<file path="config.mk">
export PLATFORM = sky130hd
export DESIGN_NAME = multi_pp_accum
export DESIGN_NICKNAME = d
export VERILOG_FILES = /design/src/rtl/multi_pp_accum.sv
export SDC_FILE = /design/constraint.sdc
export NUM_CORES = 1
export LEC_CHECK = 0
export BUFFER_PORTS_ARGS = -buffer_cell sky130_fd_sc_hd__buf_2
export CORE_ASPECT_RATIO = 0.7
export CORE_MARGIN = 1.5
export CORE_UTILIZATION = 53
export DETAILED_ROUTE_END_ITERATION = 12
export GPL_TIMING_DRIVEN = 0
export PLACE_DENSITY = 0.76
export SLEW_MARGIN = 5
export SYNTH_ARGS = -nofsm -noshare
export SYNTH_HDL_FRONTEND = slang
export SYNTH_SLANG_ARGS = --single-unit
</file>
<file path="constraint.sdc">
create_clock -name clk -period 3.5 [get_ports clk]
set_input_delay 0.525 -clock clk [delete_from_list [all_inputs] [get_ports clk]]
set_output_delay 0.525 -clock clk [all_outputs]
set_load 0.01 [all_outputs]
</file>
<file path="src/rtl/multi_pp_accum.sv">
// multi_pp_accum: combines four 8-bit partial products of an 8x8
// unsigned multiply into a 16-bit product, one partial product per cycle.
// Ports: clk, clr_n (async active-low reset), start, pp0..pp3 (partial
// products, weights 2^0, 2^4, 2^4, 2^8) -> busy, done (1-cycle pulse),
// product (16-bit result, held between results).
// Optional macro MULTI_PP_ACCUM_OUT_REG_EN adds one output register stage.
module multi_pp_accum (
   input  logic        clk,
   input  logic        clr_n,
   input  logic        start,
   input  logic [7:0]  pp0,
   input  logic [7:0]  pp1,
   input  logic [7:0]  pp2,
   input  logic [7:0]  pp3,
   output logic        busy,
   output logic        done,
   output logic [15:0] product
);

   typedef enum logic [2:0] {
      IDLE,
      ACC1,
      ACC2,
      ACC3,
      DONE
   } state_t;

   state_t      state;
   state_t      state_nxt;
   logic [15:0] acc;
   logic [15:0] acc_nxt;
   logic [7:0]  pp1_q;
   logic [7:0]  pp2_q;
   logic [7:0]  pp3_q;
   logic [15:0] prod_q;
   logic        done_q;
   logic        hold;
   logic        accept;

`ifdef MULTI_PP_ACCUM_OUT_REG_EN
   // Result still in the output stage: stay busy so a new start waits.
   assign hold = done_q;
`else
   assign hold = 1'b0;
`endif

   assign accept = (state == IDLE) && start && !hold;
   assign busy   = (state != IDLE) || hold;

   always_comb begin
      state_nxt = state;
      acc_nxt   = acc;
      unique case (state)
         IDLE: begin
            if (accept) begin
               state_nxt = ACC1;
               acc_nxt   = {8'h00, pp0};
            end
         end
         ACC1: begin
            state_nxt = ACC2;
            acc_nxt   = acc + {4'h0, pp1_q, 4'h0};
         end
         ACC2: begin
            state_nxt = ACC3;
            acc_nxt   = acc + {4'h0, pp2_q, 4'h0};
         end
         ACC3: begin
            state_nxt = DONE;
            acc_nxt   = acc + {pp3_q, 8'h00};
         end
         DONE: begin
            state_nxt = IDLE;
         end
         default: begin
            state_nxt = IDLE;
         end
      endcase
   end

   always_ff @(posedge clk or negedge clr_n) begin
      if (!clr_n) begin
         state  <= IDLE;
         acc    <= 16'h0000;
         pp1_q  <= 8'h00;
         pp2_q  <= 8'h00;
         pp3_q  <= 8'h00;
         prod_q <= 16'h0000;
         done_q <= 1'b0;
      end else begin
         state  <= state_nxt;
         acc    <= acc_nxt;
         done_q <= (state == DONE);
         if (accept) begin
            pp1_q <= pp1;
            pp2_q <= pp2;
            pp3_q <= pp3;
         end
         if (state == DONE) begin
            prod_q <= acc;
         end
      end
   end

`ifdef MULTI_PP_ACCUM_OUT_REG_EN
   logic [15:0] prod_o;
   logic        done_o;

   always_ff @(posedge clk or negedge clr_n) begin
      if (!clr_n) begin
         prod_o <= 16'h0000;
         done_o <= 1'b0;
      end else begin
         prod_o <= prod_q;
         done_o <= done_q;
      end
   end

   assign product = prod_o;
   assign done    = done_o;
`else
   assign product = prod_q;
   assign done    = done_q;
`endif

endmodule

</file>
==> Word level (Yosys, flattened, before mapping) <==
Cells that the tools add are included.
{ "op_classes": {"addsub": 3, "n_eq_ne": 5, "mux": 4, "reduce_logical": 5} }
{ "op_table": {"columns": ["cell", "n"], "rows": [
  ["$pmux 16 s4", 1],
  ["$add 16x12->16", 2],
  ["$add 16x16->16", 1],
  ["$mux 16", 1],
  ["$pmux 3 s4", 1],
  ["$eq 3x2->1 const B", 2],
  ["$reduce_bool 4->1", 1],
  ["$eq 3x1->1 const B", 1],
  ["$eq 3x3->1 const B", 1],
  ["$logic_not 3->1", 1],
  ["$mux 3", 1],
  ["$reduce_bool 3->1", 1],
  ["$ne 2x2->1 const B", 1],
  ["$reduce_and 2->1", 1],
  ["$logic_and 1x1->1", 1]
]} }
{ "word_totals": {"ff_bits": 60, "input_bits": 35, "out_inout_bits": 18, "wordCells": 24} }

==> Logic depth before layout (Yosys ltp) <==
Gate-level depths: netlist of the first run.
{ "depth": {"depth_word": 4, "depth_mapped": 11, "depth_no_buf": 10} }

==> Least setup slack after synthesis of the first run <==
Ideal clock, no wire load.
{ "synth_timing": {"path_kind": "flip-flop to flip-flop", "start": "register state[0]", "end": "register acc[12]", "setup_ns": 0.124, "arrival_ns": 2.934, "required_ns": 3.376, "setup_slack_ns": 0.442, "path_stages_with_launch": 12, "path_buffers": 1, "synth_period_minus_slack_ns": 3.058, "path_cell_list": "dfrtp_1 > buf_6 > nor3b_2 > mux2_2 > ha_1 > fa_1 > a21o_1 > a211oi_1 > o21ai_0 > o211ai_1 > nor3_1 > a211o_1"} }
{ "synth_between": {"elab_chain_len": 4, "word_cells_on_any_way": 9, "cone_classes": "eq/ne: 4; mux: 1; reduce/logical: 4"} }
{ "synth_rtl": {"columns": ["item", "line_no", "source"], "rows": [
  ["from (decl)", "28", "state_t state;"],
  ["from (signal assigned)", "91", "state <= state_nxt;"],
  ["$logic_not 3->1", "47, 53", null],
  ["$logic_and 1x1->1", "47", "assign accept = (state == IDLE) && start && !hold;"],
  ["$ne 2x2->1 (no source line)", null, null],
  ["$reduce_and 2->1 (no source line)", null, null],
  ["to (signal assigned)", "92", "acc <= acc_nxt;"],
  ["to (decl)", "30", "logic [15:0] acc;"]
]} }
Several ways; a longest one is shown, not always the timed one.
A chain may end at the register's enable or synchronous reset.

==> Worst setup path after layout of the first run <==
Same ends and word-level chain as after synthesis.

==> results.md, run 1 <==
| Item | Reported |
|:---|:---|
| Post-route clock period utilization | 90.0% |
| Critical path type | flop to flop |
| Die outline area | 0.00630 mm2 |
| Number of max-slew violations in the final report | 0 |
| Element type at the critical path end | flop |
| Hold WC Path Type | input pin to async pin |
| Buffer type at the clock tree root | sky130_fd_sc_hd__clkbuf_8 |
| IO Pins | 53 |
| Endpoint arrival time on the critical path | 3.37 ns |
| Maximum number of buffers from clock root to sink | 2 |
| Syn-to-layout area delta | 17.5% |
| Clock latency on the worst-skew pair | 0.34 ns |
| First drt pass iteration count | 4 |
| Total GRT Usage | 22.5% |
| Worst setup path startpoint | state[0] |
| Initial Utilization | 54.4% |
| Synthesized Nets | 301 |
| DRC violation total after the first TritonRoute iteration | 115 |
| Part of the Yosys area used for sequential elements | 48.7% |
| Total routed wirelength | 6.12 mm |
| Multi-input gate area in the final layout | 0.00150 mm2 |
| Final Worst Setup Slack | 0.351 ns |
| Count of unique library cells instantiated by Yosys | 48 |
| Placement-stage worst setup slack | -0.000898 ns |
| Required time reported for the critical path endpoint | 3.72 ns |
| Worst Hold Slack | 0.256 ns |
| Hold Vio Cnt, Final | 0 |
| Fraction of layout instances using a drive strength above 1 | 42.3% |
| Global-route wire length before repair | 10.3 mm |
| GRT Residual Overflow | 0 |
| Maximum clock rate | 318 MHz |
| RSZ-0062 raised after global routing | false |
| TritonCTS clock tree | yes |
| Area of the placeable core | 0.00567 mm2 |
| Number of instances in the synthesized netlist | 249 |
| Top fanout value on the critical path | 9 |
| Vertical extent of the die | 66.8 um |
| Number of synthesized flops with an enable pin | 0 |
| Number of nets in the final layout | 365 |
| Count of buffers inserted at the top-level ports | 52 |
| CP peak stage delay | 0.41 ns |
| Max-cap violation count | 0 |
| Launch instance of the worst register-to-register path | state[0] |
| Initial antenna violation count | 0 |
| Post-route non-filler standard cell count | 392 |
| Pin slew with the least headroom to its limit | 0.885 ns |
| Clock transition at the register clock pins on the worst setup and hold paths after CTS | 0.06 ns |
| Register area | 0.00150 mm2 |
| Die Wd | 94.2 um |
| Total power per unit cell area | 1130 mW/mm2 |
| Largest clock skew in the final design | 0.00608 ns |
| Summed instance area of the synthesized netlist | 0.00309 mm2 |
| Placed cell area | 0.00344 mm2 |
| Number of synthesized register bits | 60 |
| Residual DRC | 0 |
| Async SR Flop Fraction | 100% |
| Average footprint of a synthesized cell | 12.4 um2 |
| Average routed wire per standard cell | 15.6 um |
| Top post-synthesis cells by area | sky130_fd_sc_hd__dfrtp_1 (49%), sky130_fd_sc_hd__mux2_2 (19%), sky130_fd_sc_hd__ha_1 (6.1%) |
| Via count normalized by instance count | 5.36 |
| CP cell instances | buf_6 -> nor3b_4 -> mux2_2 -> ha_1 -> fa_1 -> a21o_1 -> a211oi_1 -> o21ai_0 -> o211ai_1 -> nor3_1 -> a211o_1 |
| Design Area, Final | 0.00362 mm2 |
| Headroom to the max-slew limit | 40.8% |
| Number of buffers created by CTS | 9 |
| Critical-path cell with the highest stage delay | sky130_fd_sc_hd__fa_1 |
| Top-area cell type share of the netlist area | 48.7% |
| Outcome | finished clean |
| Post-DP HPWL | 4.39 mm |
| ANT nets after route | 0 |
| Via count | 2,100 |
| Worst setup SP type | flop |
| CTS H-Tree Depth | 3 |
| Main synth FF type | sky130_fd_sc_hd__dfrtp_1 |
| Std cell rows | 23 |
| Maximum number of pins on one net before global-route repair | 61 |
| Number of endpoints failing setup at the final stage | 0 |
| Cell type contributing the most total cell area after synthesis | sky130_fd_sc_hd__dfrtp_1 |
| Number of buffers and inverters on the critical path | 1 |
| GPL Wtd Cong | 0.838 |
| Power Total | 0.00411 W |
| Antenna fix cells | 0 |
| Synth Warn # | 0 |
| Cell total after placement | 376 |
| Clk sink count | 60 |
| Number of global-route vias before repair | 2,044 |
| IR drop worst, VDD | 0.597 mV |
| Clock period minus worst slack | 3.15 ns |
| Filler instances | 463 |
| Cell class contributing the biggest share of worst-path delay | compound AO/OA/AOI/OAI gates |
| Leakage | 1.72 nW |
final cells by class:
cell class	instances	area share, %
plain buffers	8	1.66
clock buffers	13	4.38
clock inverters	2	0.276
inverters	8	0.828
multi-input cells	173	41.4
flip-flops and latches	60	41.4
well taps	75	2.59
repair buffers	53	7.46
final timing paths:
check	endpoint	slack, ns	depth (start not counted)
worst max-delay path	acc[12]	0.35	11
worst min-delay path	product[9]	0.26	1
worst max register to register	acc[12]	0.35	11
worst min register to register	product[9]	0.50	1
max in group asynchronous	pp2_q[2]	2.75	1
min in group clk	pp3_q[1]	0.41	3
synth_stat cells, types with 3 or more instances:
master                     instances
sky130_fd_sc_hd__dfrtp_1          60
sky130_fd_sc_hd__a21o_1            7
sky130_fd_sc_hd__inv_1             7
sky130_fd_sc_hd__nand2b_1          3
sky130_fd_sc_hd__buf_4             3
sky130_fd_sc_hd__a21oi_1          14
sky130_fd_sc_hd__buf_2             3
sky130_fd_sc_hd__nor2_1            9
sky130_fd_sc_hd__ha_1             15
sky130_fd_sc_hd__nand2_1           4
sky130_fd_sc_hd__mux2_2           51
sky130_fd_sc_hd__xor2_1            4
sky130_fd_sc_hd__a22oi_1           5
sky130_fd_sc_hd__nor3_1            5
sky130_fd_sc_hd__xnor2_1           8
sky130_fd_sc_hd__o21ai_0          11
power breakdown:
| group | switching, W | internal (W) | leakage, nW |
|---|---|---|---|
| combinational | 0.00114 | 0.00115 | 0.902 |
| sequential | 0.000230 | 0.00104 | 0.732 |
| clock | 0.000252 | 0.000289 | 0.0893 |
| total | 0.00163 | 0.00248 | 1.72 |
cells in the final DEF (no fill, tap or decap), types with 7 or more instances in the layout:
cell type and n:
sky130_fd_sc_hd__a21o_1 7, sky130_fd_sc_hd__mux2_2 51, sky130_fd_sc_hd__clkbuf_8 11, sky130_fd_sc_hd__dfrtp_1 60, sky130_fd_sc_hd__nor2_1 9, sky130_fd_sc_hd__inv_1 7, sky130_fd_sc_hd__a21oi_1 14, sky130_fd_sc_hd__buf_2 54
sky130_fd_sc_hd__xnor2_1 8, sky130_fd_sc_hd__ha_1 15, sky130_fd_sc_hd__o21ai_0 11
registers in the layout (all words and copies together) (netlist names):
register  count
acc          16
done          1
pp1_q         8
pp2_q         8
pp3_q         8
product      16
state         3
layer usage:
layer / vias up / track usage [%] / routed length [um]
met4: 0 / 6.72 / 74
met3: 6 / 7.76 / 386
li1: 1042 / - / -
met1: 999 / 32.5 / 3170
met2: 53 / 31.7 / 2480
met5: - / 0 / 0
kinds of logic (layout without fill, tap and decap cells):
kind of cell	count (synthesis)	count (layout)	synth area share [%]
AOI/OAI and AO/OA	57	57	12.3
xor gates and xnor gates	12	12	3.41
adders and majority gates	17	17	7.38
buffers and inverters	16	84	2.92
DFF	60	60	48.7
muxes	52	52	18.9
and+or+nand+nor	35	35	6.41
through the flow:
| stage | TNS [ns] | util (%) |
|---|---|---|
| floorplan | 0 | - |
| global placement | 0 | 60.7 |
| detailed placement | -0.000898 | 60.7 |
| CTS | 0 | 63.8 |
| global route | 0 | 63.9 |
| finish | 0 | 63.9 |
repair_timing:
item | 4_1_cts | 5_1_grt
buffers inserted | 0 | 1
pin swaps | 0 | 1
gates resized for setup | 1 | 0
hold endpoints to repair | 0 | 0
hold buffers | 0 | 0
setup endpoints to repair | 1 | 1
Note: power is estimated with default switching activity, not from simulation.
==> run 2: changes to the inputs <==
--- a/config.mk
+++ b/config.mk
@@ -8,10 +8,10 @@
 export BUFFER_PORTS_ARGS = -buffer_cell sky130_fd_sc_hd__buf_2
 export CORE_ASPECT_RATIO = 0.7
 export CORE_MARGIN = 1.5
-export CORE_UTILIZATION = 53
+export CORE_UTILIZATION = 56
 export DETAILED_ROUTE_END_ITERATION = 12
 export GPL_TIMING_DRIVEN = 0
-export PLACE_DENSITY = 0.76
+export PLACE_DENSITY = 0.8
 export SLEW_MARGIN = 5
 export SYNTH_ARGS = -nofsm -noshare
 export SYNTH_HDL_FRONTEND = slang
==> run 2 against run 1 <==
Net effect:
- cell count decreased by 0.51%
- maximum frequency rose by 0.90%
- worst setup slack better by 0.028 ns
- wire length increased by 1.9%
- global-route usage grew 1.2 points
==> results.md, run 2 (synthesized netlist as in run 1, its figures left out) <==
| Item | Reported |
|:---|:---|
| Outcome | finished clean |
| IR drop worst, VDD | 0.497 mV |
| DRC violation total after the first TritonRoute iteration | 130 |
| RSZ-0062 raised after global routing | false |
| Syn-to-layout area delta | 20.6% |
| Launch instance of the worst register-to-register path | state[0] |
| Top fanout value on the critical path | 9 |
| Register-to-Register Path Depth | 11 |
| Clock period minus worst slack | 3.12 ns |
| Average routed wire per standard cell | 16.0 um |
| Global-route wire length before repair | 10.6 mm |
| Setup TNS Final | 0 ns |
| Buffer type at the clock tree root | sky130_fd_sc_hd__clkbuf_8 |
| Critical-path cell with the highest stage delay | sky130_fd_sc_hd__fa_1 |
| Max-cap violation count | 0 |
| CP cell instances | buf_6 -> nor3b_4 -> mux2_2 -> ha_1 -> fa_1 -> a21o_1 -> a211oi_1 -> o21ai_0 -> o211ai_1 -> nor3_1 -> a211o_1 |
| Count of buffers inserted at the top-level ports | 52 |
| GRT Residual Overflow | 0 |
| Worst reg2reg setup slack | 0.38 ns |
| Maximum clock rate | 320 MHz |
| Die Wd | 91.7 um |
| Total GRT Usage | 23.7% |
| TritonCTS clock tree | yes |
| Clock latency on the worst-skew pair | 0.35 ns |
| Fraction of layout instances using a drive strength above 1 | 43.1% |
| Most common cell after layout, fill and taps aside | sky130_fd_sc_hd__dfrtp_1 |
| Power Total | 0.00442 W |
| Pin slew with the least headroom to its limit | 0.857 ns |
| Die outline area | 0.00597 mm2 |
| Hold Vio Cnt, Final | 0 |
| Maximum number of buffers from clock root to sink | 2 |
| Antenna fix cells | 0 |
| Required time reported for the critical path endpoint | 3.74 ns |
| Leakage | 1.77 nW |
| Clock transition at the register clock pins on the worst setup and hold paths after CTS | 0.07 ns |
| ANT nets after route | 0 |
| Utilization of the core after routing | 70.4% |
| Maximum number of pins on one net before global-route repair | 61 |
| Largest clock skew in the final design | 0.00776 ns |
| Worst setup SP type | flop |
| Std cell rows | 22 |
| Endpoint arrival time on the critical path | 3.36 ns |
| Residual DRC | 0 |
| Hold WC Path Type | input pin to async pin |
| Placed cell area | 0.00344 mm2 |
| Headroom to the max-slew limit | 42.6% |
| Post-route clock period utilization | 89.2% |
| CP peak stage delay | 0.42 ns |
| First drt pass iteration count | 4 |
| Cell class contributing the biggest share of worst-path delay | compound AO/OA/AOI/OAI gates |
| Element type at the critical path end | flop |
| Design Area, Final | 0.00372 mm2 |
| Number of endpoints failing setup at the final stage | 0 |
| R2r endpoint | acc[12] |
| Number of buffers and inverters on the critical path | 1 |
| Via count normalized by instance count | 5.63 |
| Multi-input gate area in the final layout | 0.00150 mm2 |
| Critical path type | flop to flop |
| Total power per unit cell area | 1190 mW/mm2 |
| Register area | 0.00150 mm2 |
| Filler instances | 428 |
| Initial Utilization | 58.4% |
| Number of global-route vias before repair | 2,203 |
| Initial antenna violation count | 0 |
| Total routed wirelength | 6.23 mm |
| Via count | 2,195 |
| IO Pins | 53 |
| Number of max-slew violations in the final report | 0 |
| Area of the placeable core | 0.00529 mm2 |
| Number of nets in the final layout | 365 |
| CTS H-Tree Depth | 3 |
| Vertical extent of the die | 65.1 um |
| Post-DP HPWL | 4.40 mm |
| Clk sink count | 60 |
| GPL Wtd Cong | 0.808 |
| Top library cells by usage in the layout, fill and taps aside | sky130_fd_sc_hd__dfrtp_1 (60), sky130_fd_sc_hd__buf_2 (54), sky130_fd_sc_hd__mux2_2 (51) |
| Number of buffers created by CTS | 9 |
run 2: changes by cell type in the layout (fill, tap and decap cells not counted):
cell                        previous run  this run
sky130_fd_sc_hd__bufinv_16             0         3
sky130_fd_sc_hd__clkbuf_1              2         0
sky130_fd_sc_hd__clkbuf_8             11        13
sky130_fd_sc_hd__clkinv_2              2         0
run 2: how the worst max path moves through the flow:
stage,from,endpoint,cells past startpoint
after floorplan,state[0],acc[12],11
after global routing,state[2],acc[12],10
final,state[0],acc[12],11
after detailed placement,state[0],acc[12],11
after global placement,state[0],acc[12],11
after CTS,state[0],acc[12],11
run 2: per-stage QoR:
step | instances | hold slack [ns] | worst slack, ns
after floorplan | 249 | 0.229 | 0.442
after global placement | 373 | 0.484 | 0.0220
after detailed placement | 373 | 0.490 | -0.0309
after CTS | 389 | 0.392 | 0.0879
after global routing | 390 | 0.296 | 0.227
final | 390 | 0.237 | 0.379
run 2: layout make-up:
class,instances,share of cell area (%)
Clock inverter,3,2.42
Buffer,8,1.61
Multi-Input combinational cell,173,40.3
Clock buffer,13,4.81
Tap cell,72,2.42
Sequential cell,60,40.3
Timing Repair Buffer,53,7.26
Inverter,8,0.807
run 2: timing repair:
| action | 4_1_cts | 5_1_grt |
|---|---|---|
| buffers inserted | 0 | 1 |
| pin swaps | 0 | 1 |
| hold buffers | 0 | 0 |
| endpoints found under the hold margin | 0 | 0 |
| setup endpoints to repair | 1 | 2 |
| gates resized for setup | 1 | 0 |
run 2: per-layer routing:
layer / GRT usage, % / wire (um)
met1: 32.5 / 2930
met2: 37.0 / 2830
met3: 6.48 / 402
met4: 7.50 / 65
met5: 0 / 0
run 2: where the power goes:
| group | internal [W] | leakage, nW | switching (W) |
|---|---|---|---|
| combinational | 0.00115 | 0.902 | 0.00118 |
| clock | 0.000551 | 0.136 | 0.000265 |
| sequential | 0.00104 | 0.732 | 0.000226 |
| total | 0.00275 | 1.77 | 0.00168 |
